$ cat config.mk
export PLATFORM = sky130hd
export DESIGN_NAME = ws2811_frame_feeder
export DESIGN_NICKNAME = d
export VERILOG_FILES = /design/src/rtl/ws2811_frame_feeder_pkg.sv /design/src/rtl/ws2811_frame_feeder_pixel_bank.sv /design/src/rtl/ws2811_frame_feeder.sv
export SDC_FILE = /design/constraint.sdc
export NUM_CORES = 1
export LEC_CHECK = 0
export ABC_AREA = 1
export ABC_CLOCK_PERIOD_IN_PS = 3300
export BUFFER_PORTS_ARGS = -buffer_cell sky130_fd_sc_hd__buf_2
export CAP_MARGIN = 20
export CORE_MARGIN = 5
export CORE_UTILIZATION = 55
export DETAILED_ROUTE_END_ITERATION = 12
export PLACE_DENSITY = 0.78
export SLEW_MARGIN = 15
export SYNTH_ARGS = -nofsm -noshare
export SYNTH_HDL_FRONTEND = slang
export SYNTH_SLANG_ARGS = --single-unit
$ cat constraint.sdc
create_clock -name i_clkin -period 3.3 [get_ports i_clkin]
set_input_delay 0.165 -clock i_clkin [delete_from_list [all_inputs] [get_ports i_clkin]]
set_output_delay 0.165 -clock i_clkin [all_outputs]
set_load 0.005 [all_outputs]
$ cat src/rtl/ws2811_frame_feeder_pkg.sv
// Shared definitions for the WS2811 byte feeder and serialiser: FSM encoding,
// byte width and the default latch-gap length derived from the system clock.
package ws2811_frame_feeder_pkg;

    typedef enum logic [1:0] {
        ST_IDLE   = 2'd0,
        ST_STREAM = 2'd1,
        ST_GAP    = 2'd2
    } state_t;

    localparam int BYTE_W             = 8;
    localparam int CLKIN_HZ           = 12_000_000;
    localparam int LATCH_GAP_US       = 80;
    localparam int DEFAULT_GAP_CYCLES = (CLKIN_HZ / 1_000_000) * LATCH_GAP_US;

    // A 1-cycle gap still needs a 1-bit counter.
    function automatic int gap_width(input int cycles);
        return (cycles > 1) ? $clog2(cycles) : 1;
    endfunction

endpackage

$ cat src/rtl/ws2811_frame_feeder_pixel_bank.sv
// Two pixel-byte register banks: the host writes the back bank, the streamer
// reads whichever bank rd_sel names (lets a swap and a frame start share an edge).
module ws2811_frame_feeder_pixel_bank
    import ws2811_frame_feeder_pkg::*;
#(
    parameter int NUM_BYTES = 16,
    parameter int ADDR_W    = 4
) (
    input  logic              i_clk,
    input  logic              i_rst_n,
    input  logic              i_front,
    input  logic              i_we,
    input  logic [ADDR_W-1:0] i_waddr,
    input  logic [BYTE_W-1:0] i_wdata,
    input  logic              i_rd_sel,
    input  logic [ADDR_W-1:0] i_rd_addr,
    output logic [BYTE_W-1:0] o_rd_data
);

    logic [BYTE_W-1:0] w_bank0 [NUM_BYTES];
    logic [BYTE_W-1:0] w_bank1 [NUM_BYTES];

    genvar gi;
    generate
        for (gi = 0; gi < NUM_BYTES; gi++) begin : g_byte
            logic [BYTE_W-1:0] r_b0;
            logic [BYTE_W-1:0] r_b1;
            // Addresses beyond NUM_BYTES-1 match no slot and are dropped here.
            always_ff @(posedge i_clk or negedge i_rst_n) begin
                if (!i_rst_n) begin
                    r_b0 <= '0;
                    r_b1 <= '0;
                end else if (i_we && (i_waddr == ADDR_W'(gi))) begin
                    if (i_front) begin
                        r_b0 <= i_wdata;
                    end else begin
                        r_b1 <= i_wdata;
                    end
                end
            end
            assign w_bank0[gi] = r_b0;
            assign w_bank1[gi] = r_b1;
        end
    endgenerate

    assign o_rd_data = i_rd_sel ? w_bank1[i_rd_addr] : w_bank0[i_rd_addr];

endmodule

$ cat src/rtl/ws2811_frame_feeder.sv
// Double-buffered frame source for the WS2811 serialiser: streams the front
// bank over VALID/READY, then holds BUSY through the LED latch gap.
module ws2811_frame_feeder
    import ws2811_frame_feeder_pkg::*;
#(
    parameter int NUM_BYTES  = 16,
    parameter int ADDR_W     = 4,
    parameter int GAP_CYCLES = DEFAULT_GAP_CYCLES
) (
    input  logic              i_clkin,
    input  logic              i_resetn,
    input  logic              i_we,
    input  logic [ADDR_W-1:0] i_waddr,
    input  logic [BYTE_W-1:0] i_wdata,
    input  logic              i_swap,
    input  logic              i_start,
    output logic [BYTE_W-1:0] o_data,
    output logic              o_valid,
    input  logic              i_ready,
    output logic              o_last,
    output logic              o_busy,
    output logic              o_swapped
);

    localparam int                GAP_W    = gap_width(GAP_CYCLES);
    localparam logic [ADDR_W-1:0] LAST_IDX = ADDR_W'(NUM_BYTES - 1);
    localparam logic [GAP_W-1:0]  GAP_LOAD = GAP_W'(GAP_CYCLES - 1);

    state_t            r_state, w_state_next;
    logic [ADDR_W-1:0] r_idx, w_idx_next;
    logic [GAP_W-1:0]  r_gap_cnt, w_gap_next;
    logic [BYTE_W-1:0] r_data, w_data_next;
    logic              r_valid, w_valid_next;
    logic              r_last, w_last_next;
    logic              r_busy, w_busy_next;
    logic              r_front, r_swap_pend, r_swapped;

    logic              w_xfer, w_final, w_swap_req, w_do_swap, w_rd_sel;
    logic [ADDR_W-1:0] w_idx_inc, w_rd_addr;
    logic [BYTE_W-1:0] w_rd_data;

    assign w_xfer     = (r_state == ST_STREAM) && r_valid && i_ready;
    assign w_final    = w_xfer && r_last;
    // A SWAP on the same edge as START or the final transfer counts as pending.
    assign w_swap_req = r_swap_pend | i_swap;
    assign w_do_swap  = w_swap_req && ((r_state == ST_IDLE) || w_final);
    assign w_rd_sel   = r_front ^ w_do_swap;
    assign w_idx_inc  = r_idx + 1'b1;
    assign w_rd_addr  = (r_state == ST_IDLE) ? '0 : w_idx_inc;

    ws2811_frame_feeder_pixel_bank #(
        .NUM_BYTES (NUM_BYTES),
        .ADDR_W    (ADDR_W)
    ) u_bank (
        .i_clk     (i_clkin),
        .i_rst_n   (i_resetn),
        .i_front   (r_front),
        .i_we      (i_we),
        .i_waddr   (i_waddr),
        .i_wdata   (i_wdata),
        .i_rd_sel  (w_rd_sel),
        .i_rd_addr (w_rd_addr),
        .o_rd_data (w_rd_data)
    );

    always_comb begin
        w_state_next = r_state;
        w_idx_next   = r_idx;
        w_gap_next   = r_gap_cnt;
        w_data_next  = r_data;
        w_valid_next = r_valid;
        w_last_next  = r_last;
        w_busy_next  = r_busy;
        case (r_state)
            ST_IDLE: begin
                if (i_start) begin
                    w_state_next = ST_STREAM;
                    w_idx_next   = '0;
                    w_data_next  = w_rd_data;
                    w_valid_next = 1'b1;
                    w_last_next  = 1'b0;
                    w_busy_next  = 1'b1;
                end
            end
            ST_STREAM: begin
                if (w_xfer) begin
                    if (r_last) begin
                        w_state_next = ST_GAP;
                        w_valid_next = 1'b0;
                        w_last_next  = 1'b0;
                        w_gap_next   = GAP_LOAD;
                    end else begin
                        w_idx_next   = w_idx_inc;
                        w_data_next  = w_rd_data;
                        w_last_next  = (w_idx_inc == LAST_IDX);
                    end
                end
            end
            ST_GAP: begin
                if (r_gap_cnt == '0) begin
                    w_state_next = ST_IDLE;
                    w_busy_next  = 1'b0;
                end else begin
                    w_gap_next   = r_gap_cnt - 1'b1;
                end
            end
            default: begin
                w_state_next = ST_IDLE;
                w_valid_next = 1'b0;
                w_last_next  = 1'b0;
                w_busy_next  = 1'b0;
            end
        endcase
    end

    always_ff @(posedge i_clkin or negedge i_resetn) begin
        if (!i_resetn) begin
            r_state     <= ST_IDLE;
            r_idx       <= '0;
            r_gap_cnt   <= '0;
            r_data      <= '0;
            r_valid     <= 1'b0;
            r_last      <= 1'b0;
            r_busy      <= 1'b0;
            r_front     <= 1'b0;
            r_swap_pend <= 1'b0;
            r_swapped   <= 1'b0;
        end else begin
            r_state     <= w_state_next;
            r_idx       <= w_idx_next;
            r_gap_cnt   <= w_gap_next;
            r_data      <= w_data_next;
            r_valid     <= w_valid_next;
            r_last      <= w_last_next;
            r_busy      <= w_busy_next;
            r_front     <= r_front ^ w_do_swap;
            r_swap_pend <= w_swap_req & ~w_do_swap;
            r_swapped   <= w_do_swap;
        end
    end

    assign o_data    = r_data;
    assign o_valid   = r_valid;
    assign o_last    = r_last;
    assign o_busy    = r_busy;
    assign o_swapped = r_swapped;

endmodule

* Yosys cells after proc, flatten, opt, wreduce, memory -nomap -nowiden
Index checks and enable logic that the tools add are counted. W data, S select, Z words.
Storage, ports and cells: flip-flop bits (word level) 286, bits of input ports 18, output and inout bits 12
Cells by class: $add $sub $neg 2, order comparisons 1, equal/unequal tests 24, multiplexer cells 35, bitwise gates (word level) 8, reductions and logical operators 64
Operators by type and width (number):
- $bmux W8 S4 | 2
- $mux W8 | 8
- $reduce_and A2 Y1 | 32
- $eq A4 B4 Y1 const B | 9
- $mux W10 | 3
- $logic_and A1 B1 Y1 | 20
- $pmux W10 S2 | 1
- $eq A4 B3 Y1 const B | 4
- $mux W4 | 4
- $pmux W8 S2 | 1
- $reduce_and A4 Y1 | 4
- $ne A2 B2 Y1 const B | 6
- $logic_not A10 Y1 | 1
- $sub A10 B1 Y10 const B | 1
- $pmux W1 S3 | 3
- $eq A4 B2 Y1 const B | 2
- $mux W2 | 4
- $pmux W4 S2 | 1
- $mux W1 | 7
- $pmux W2 S3 | 1
- $reduce_and A3 Y1 | 2
- $ge A5 B5 Y1 const B | 1
- $not A4 Y5 | 1
- $add A4 B1 Y4 const B | 1
- other kinds (11) | 15

* Logic depth before layout (Yosys ltp)
depth in word-level cells 11, depth in mapped cells 15, mapped depth without buffers 11

* Hierarchy
A second synthesis with hierarchy kept.
Second synthesis, totals: cells, all modules 1711, area, all modules 13375.3 um^2
By module, submodules not included:
- ws2811_frame_feeder_pixel_bank | times used 1, cells each 1506, area an instance 11800.1 um^2
- ws2811_frame_feeder | times used 1, cells each 205, area an instance 1575.3 um^2

* Worst setup path before layout
OpenSTA, ideal clock, no wires.
kind reg2reg, start reg r_idx[0], end reg r_data[4] (netlist: o_data[4]), setup time 0.117 ns, data arrival time 2.246 ns, data required time 3.183 ns, setup slack 0.937 ns, cell stages (with the launch flop) 16, cell sequence dfrtp_1 -> inv_2 -> buf_2 -> buf_2 -> ha_1 -> buf_2 -> inv_1 -> nand2_2 -> buf_4 -> buf_4 -> nand3_1 -> nand3_1 -> nand3_1 -> nand3_1 -> nand3_1 -> nand2_1
On the way: word-level cells in the longest chain between the ends 10
RTL lines:
- start: declaration | line ws2811_frame_feeder.sv:30 | logic [ADDR_W-1:0] r_idx, w_idx_next;
- start signal: assignment | line ws2811_frame_feeder.sv:130 | r_idx <= w_idx_next;
- $add A4 B1 Y4 * | line ws2811_frame_feeder.sv:48 | assign w_idx_inc = r_idx + 1'b1;
- $mux W4 * | line ws2811_frame_feeder.sv:49 | assign w_rd_addr = (r_state == ST_IDLE) ? '0 : w_idx_inc;
- $not A4 Y5 (implied by the code) * | line ws2811_frame_feeder_pixel_bank.sv:46 | assign o_rd_data = i_rd_sel ? w_bank1[i_rd_addr] : w_bank0[i_rd_addr];
- $bmux W8 S4 | line ws2811_frame_feeder_pixel_bank.sv:46
- $mux W8 (implied by the code) (2 in series) | line ws2811_frame_feeder_pixel_bank.sv:46
- $mux W8 * | line ws2811_frame_feeder_pixel_bank.sv:46
- $mux W8 | line ws2811_frame_feeder.sv:87 | if (r_last) begin
- $mux W8 | line ws2811_frame_feeder.sv:86 | if (w_xfer) begin
- $pmux W8 S2 * | line ws2811_frame_feeder.sv:74 | case (r_state)
- end signal: assignment | line ws2811_frame_feeder.sv:132 | r_data <= w_data_next;
- end: declaration | line ws2811_frame_feeder.sv:32 | logic [BYTE_W-1:0] r_data, w_data_next;
Mark *: on every way between the ends. The rest lies on a longest branch, timed or not. The select of a mux whose other input is x is not followed. A chain may end at the register's enable or synchronous reset.

* Worst setup path in the final report
start reg r_idx[0], end reg r_data[7] (netlist: o_data[7])
The elaborated chain is that of the path after synthesis.

==> flow_metrics.py <==
metrics = {
    "yosys": {
        "synth-simple-area-share": 0.287,
        "synth_fa_ha_area_frac": 0.00269,
        "muxShareOfSynthArea": 0,
        "synth_compound_area_frac": 0.103,
        "ys_warn_count": 0,
        "synth.avg_cell_area_um2": 7.53,
        "synth-xor-area-share": 0.00126,
        "synth_area_um2": 14000,
        "synth-seq-cells": 286,
        "synth_cell_types": 32,
        "syn_nets": 1874,
        "syn_inst": 1853,
        "synth_seq_area_share": 0.513,
        "synth_top_family_by_area": "simple AND/OR/NAND/NOR gates",
    },
    "power": {
        "swShare": 0.419,
        "peakVddDrop_mv": 0.917,
        "p_leak_uw": 0.00754,
        "power.share.sequential": 0.370,
        "combPwrFrac": 0.414,
        "clkPwrFrac": 0.217,
        "p_int_uw": 9030,
        "power_density_nw_per_um2": 1020,
        "p_sw_uw": 6510,
    },
    "run_status": {
        "status": "complete, no violations",
    },
    "routing": {
        "wl_met1_um": 16500,
        "wl_met2_um": 17500,
        "dr.pass1.iters": 6,
        "drc": 0,
        "top_layer": "met4",
        "wire_per_inst_um": 17.6,
        "via_per_inst": 5.65,
        "postRouteAntennaNets": 0,
        "routed-wl-met3_um": 3410,
        "drt_wl_total_um": 38400,
        "vias": 12300,
        "drt_iter0_markers": 1675,
    },
    "timing": {
        "hold_violations": 0,
        "finalCritPeriodShare": 0.804,
        "fmax_ghz": 0.377,
        "setup_slack_ns": 0.648,
        "rsz0062_at_grt": "false",
        "slew_headroom": 0.400,
        "fin_skew_ns": 0.0103,
        "worst_pin_slew_ns": 0.900,
        "finalSetupViolations": 0,
        "fin_crit_ns": 2.65,
        "tns_ns": 0,
        "slew_viol_final": 0,
    },
    "clock_tree": {
        "cts_max_level": 1,
        "cts_max_path_buffers": 3,
        "cts_root_buf": "clkbuf_16",
        "cts_sinks": 286,
        "cts_tree": "yes",
        "cts_buffers": 30,
        "clock_latency_ns": 0.56,
        "path_clk_slew_ns": 0.06,
    },
    "worst_setup_path": {
        "worstPathRequired_ns": 3.80,
        "crit_path_start_kind": "register",
        "worstReg2RegEnd": "o_data[7]$_DFFE_PN0P_",
        "ff2ff_path_depth": 12,
        "r2r-start": "r_idx[0]$_DFFE_PN0P_",
        "worstPathArrival_ns": 3.15,
        "crit_fanout": 76,
        "path_class": "reg -> reg",
        "worstSetupEndpointType": "register",
        "reg2reg_slack_ns": 0.65,
    },
    "die": {
        "core_area_um2": 25100,
        "start_util": 0.556,
        "dieArea_um2": 28700,
        "placementRows": 58,
        "ios": 30,
        "dieHeight_um": 169,
        "die_x_um": 169,
    },
    "global_route": {
        "gr-total-overflow": 0,
        "first_global_vias": 11800,
        "antenna_found_initial": 0,
        "grt_use_total": 0.273,
        "grt_pass1_wl_um": 63600,
        "grt_max_degree": 97,
    },
    "place": {
        "gp_congestion": 0.946,
        "dp_hpwl_um": 23800,
        "pre_cts_ws_ns": 0.688,
        "io_buffers": 29,
        "postPlaceCellArea_um2": 14200,
    },
    "finish": {
        "stdcell_area_um2": 15300,
        "final_net_count": 1852,
        "n_antenna_cell": 0,
        "drive_above_1_share": 0.0654,
        "syn_to_final_growth_pct": 9.31,
    },
    "hold_path": {
        "min_to": "u_bank.g_byte[13].r_b1[7]$_DFFE_PN0P_",
        "min_from": "i_wdata[7]",
        "holdPathStages": 4,
        "worst_hold_path_type": "in -> reg",
    },
    "run": {
        "cap_viol_max_count": 0,
    },
}
[repair_timing]
item                      4_1_cts  5_1_grt
buffers inserted                0        0
hold endpoints to repair       97        0
hold buffers                    4        0
resized for setup               0        0
[stage by stage]
step,hold slack [ns],total power [uW],cells,util
3_5_place_dp,0.258,12100,2125,0.567
6_report,0.197,15500,2179,0.607
3_3_place_gp,0.253,11900,2125,0.567
5_1_grt,0.216,16800,2179,0.607
2_1_floorplan,-0.131,10200,1853,-
4_1_cts,0.186,15500,2179,0.607
[cells in the final DEF, fill, tap and decap left out, drive strengths merged, types with 4 or more instances in the layout]
cell,n
dfrtp,286
clkbuf,45
a21oi,4
nor3,4
dlygate4sd3,4
nand3,264
inv,206
nand2,541
buf,54
o21ai,277
nor2,141
[logic make-up (layout without fill, tap and decap cells)]
family,Yosys count,after routing
AOI/OAI and AO/OA,285,285
xor gates and xnor gates,2,2
adders and majority gates,3,3
buffers and inverters,320,316
DFF,286,286
and+or+nand+nor,957,957
[cell usage after synthesis (all sizes together)]
cell | instances | share of area
o21ai | 277 | 0.10
xor2 | 2 | 0.0013
or2 | 2 | 0.00090
o31ai | 1 | 0.00054
nor2 | 141 | 0.040
nor3 | 4 | 0.0026
a22oi | 1 | 0.00054
buf | 49 | 0.020
a21oi | 4 | 0.0014
clkbuf | 63 | 0.017
o21a | 1 | 0.00054
ha | 3 | 0.0027
clkinv | 1 | 0.00027
nand3 | 264 | 0.095
nand3b | 1 | 0.00054
o22ai | 1 | 0.00045
inv | 207 | 0.056
dfrtp | 286 | 0.51
nand2 | 541 | 0.15
nand4 | 3 | 0.0013
and2 | 1 | 0.00045
[metal layers]
layer	vias up	track usage
li1	5810	-
met5	-	0
met1	5841	0.401
met4	0	0.0791
met2	570	0.431
met3	83	0.0359
[registers in the layout (all words and copies together) (netlist names)]
register and cells:
u_bank.g_byte.r_b0 128, u_bank.g_byte.r_b1 128, r_gap_cnt 10, o_data 8, r_idx 4, r_state 2
o_busy 1, o_last 1, o_swapped 1, o_valid 1, r_front 1, r_swap_pend 1
[worst max-delay path, cell delays in order (launching register included)]
cell and delay (ns):
dfrtp_1 0.44, clkinv_2 0.08, buf_4 0.35, o21ai_4 0.12
buf_4 0.71, nand2_1 0.16, nand3_1 0.12, nand2_1 0.12
nand2_1 0.08, nand3_1 0.15, nand3_1 0.12, nand3_1 0.08
nand2_1 0.06
[area by class of cell]
class                   count  area [um^2]
clock buffers              45          868
flip-flops and latches    286         7160
clock inverters             5          103
multi-input cells        1247         5510
inverters                 208          782
well taps                 330          413
fillers                  2245         9860
repair buffers             58          420
[worst max-delay path by stage]
stage / startpoint / to / slack [ns]
final: r_idx[0]$_DFFE_PN0P_ / o_data[7]$_DFFE_PN0P_ / 0.65
after global routing: r_idx[0]$_DFFE_PN0P_ / o_data[6]$_DFFE_PN0P_ / 0.43
after CTS: r_idx[0]$_DFFE_PN0P_ / o_data[7]$_DFFE_PN0P_ / 0.68
after detailed placement: r_idx[0]$_DFFE_PN0P_ / o_data[7]$_DFFE_PN0P_ / 0.69
after global placement: r_idx[0]$_DFFE_PN0P_ / o_data[6]$_DFFE_PN0P_ / 0.70
after floorplan: r_idx[0]$_DFFE_PN0P_ / o_data[4]$_DFFE_PN0P_ / 0.94
[power groups by stage]
| stage | registers [uW] | clock network, uW | logic (uW) |
|---|---|---|---|
| final | 5750 | 3370 | 6430 |
| after global routing | 5890 | 3570 | 7300 |
| after CTS | 5720 | 3410 | 6360 |
| after detailed placement | 5750 | 0 | 6320 |
| after global placement | 5710 | 0 | 6180 |
| after floorplan | 5530 | 0 | 4700 |
Note: power is estimated with default switching activity, not from simulation.
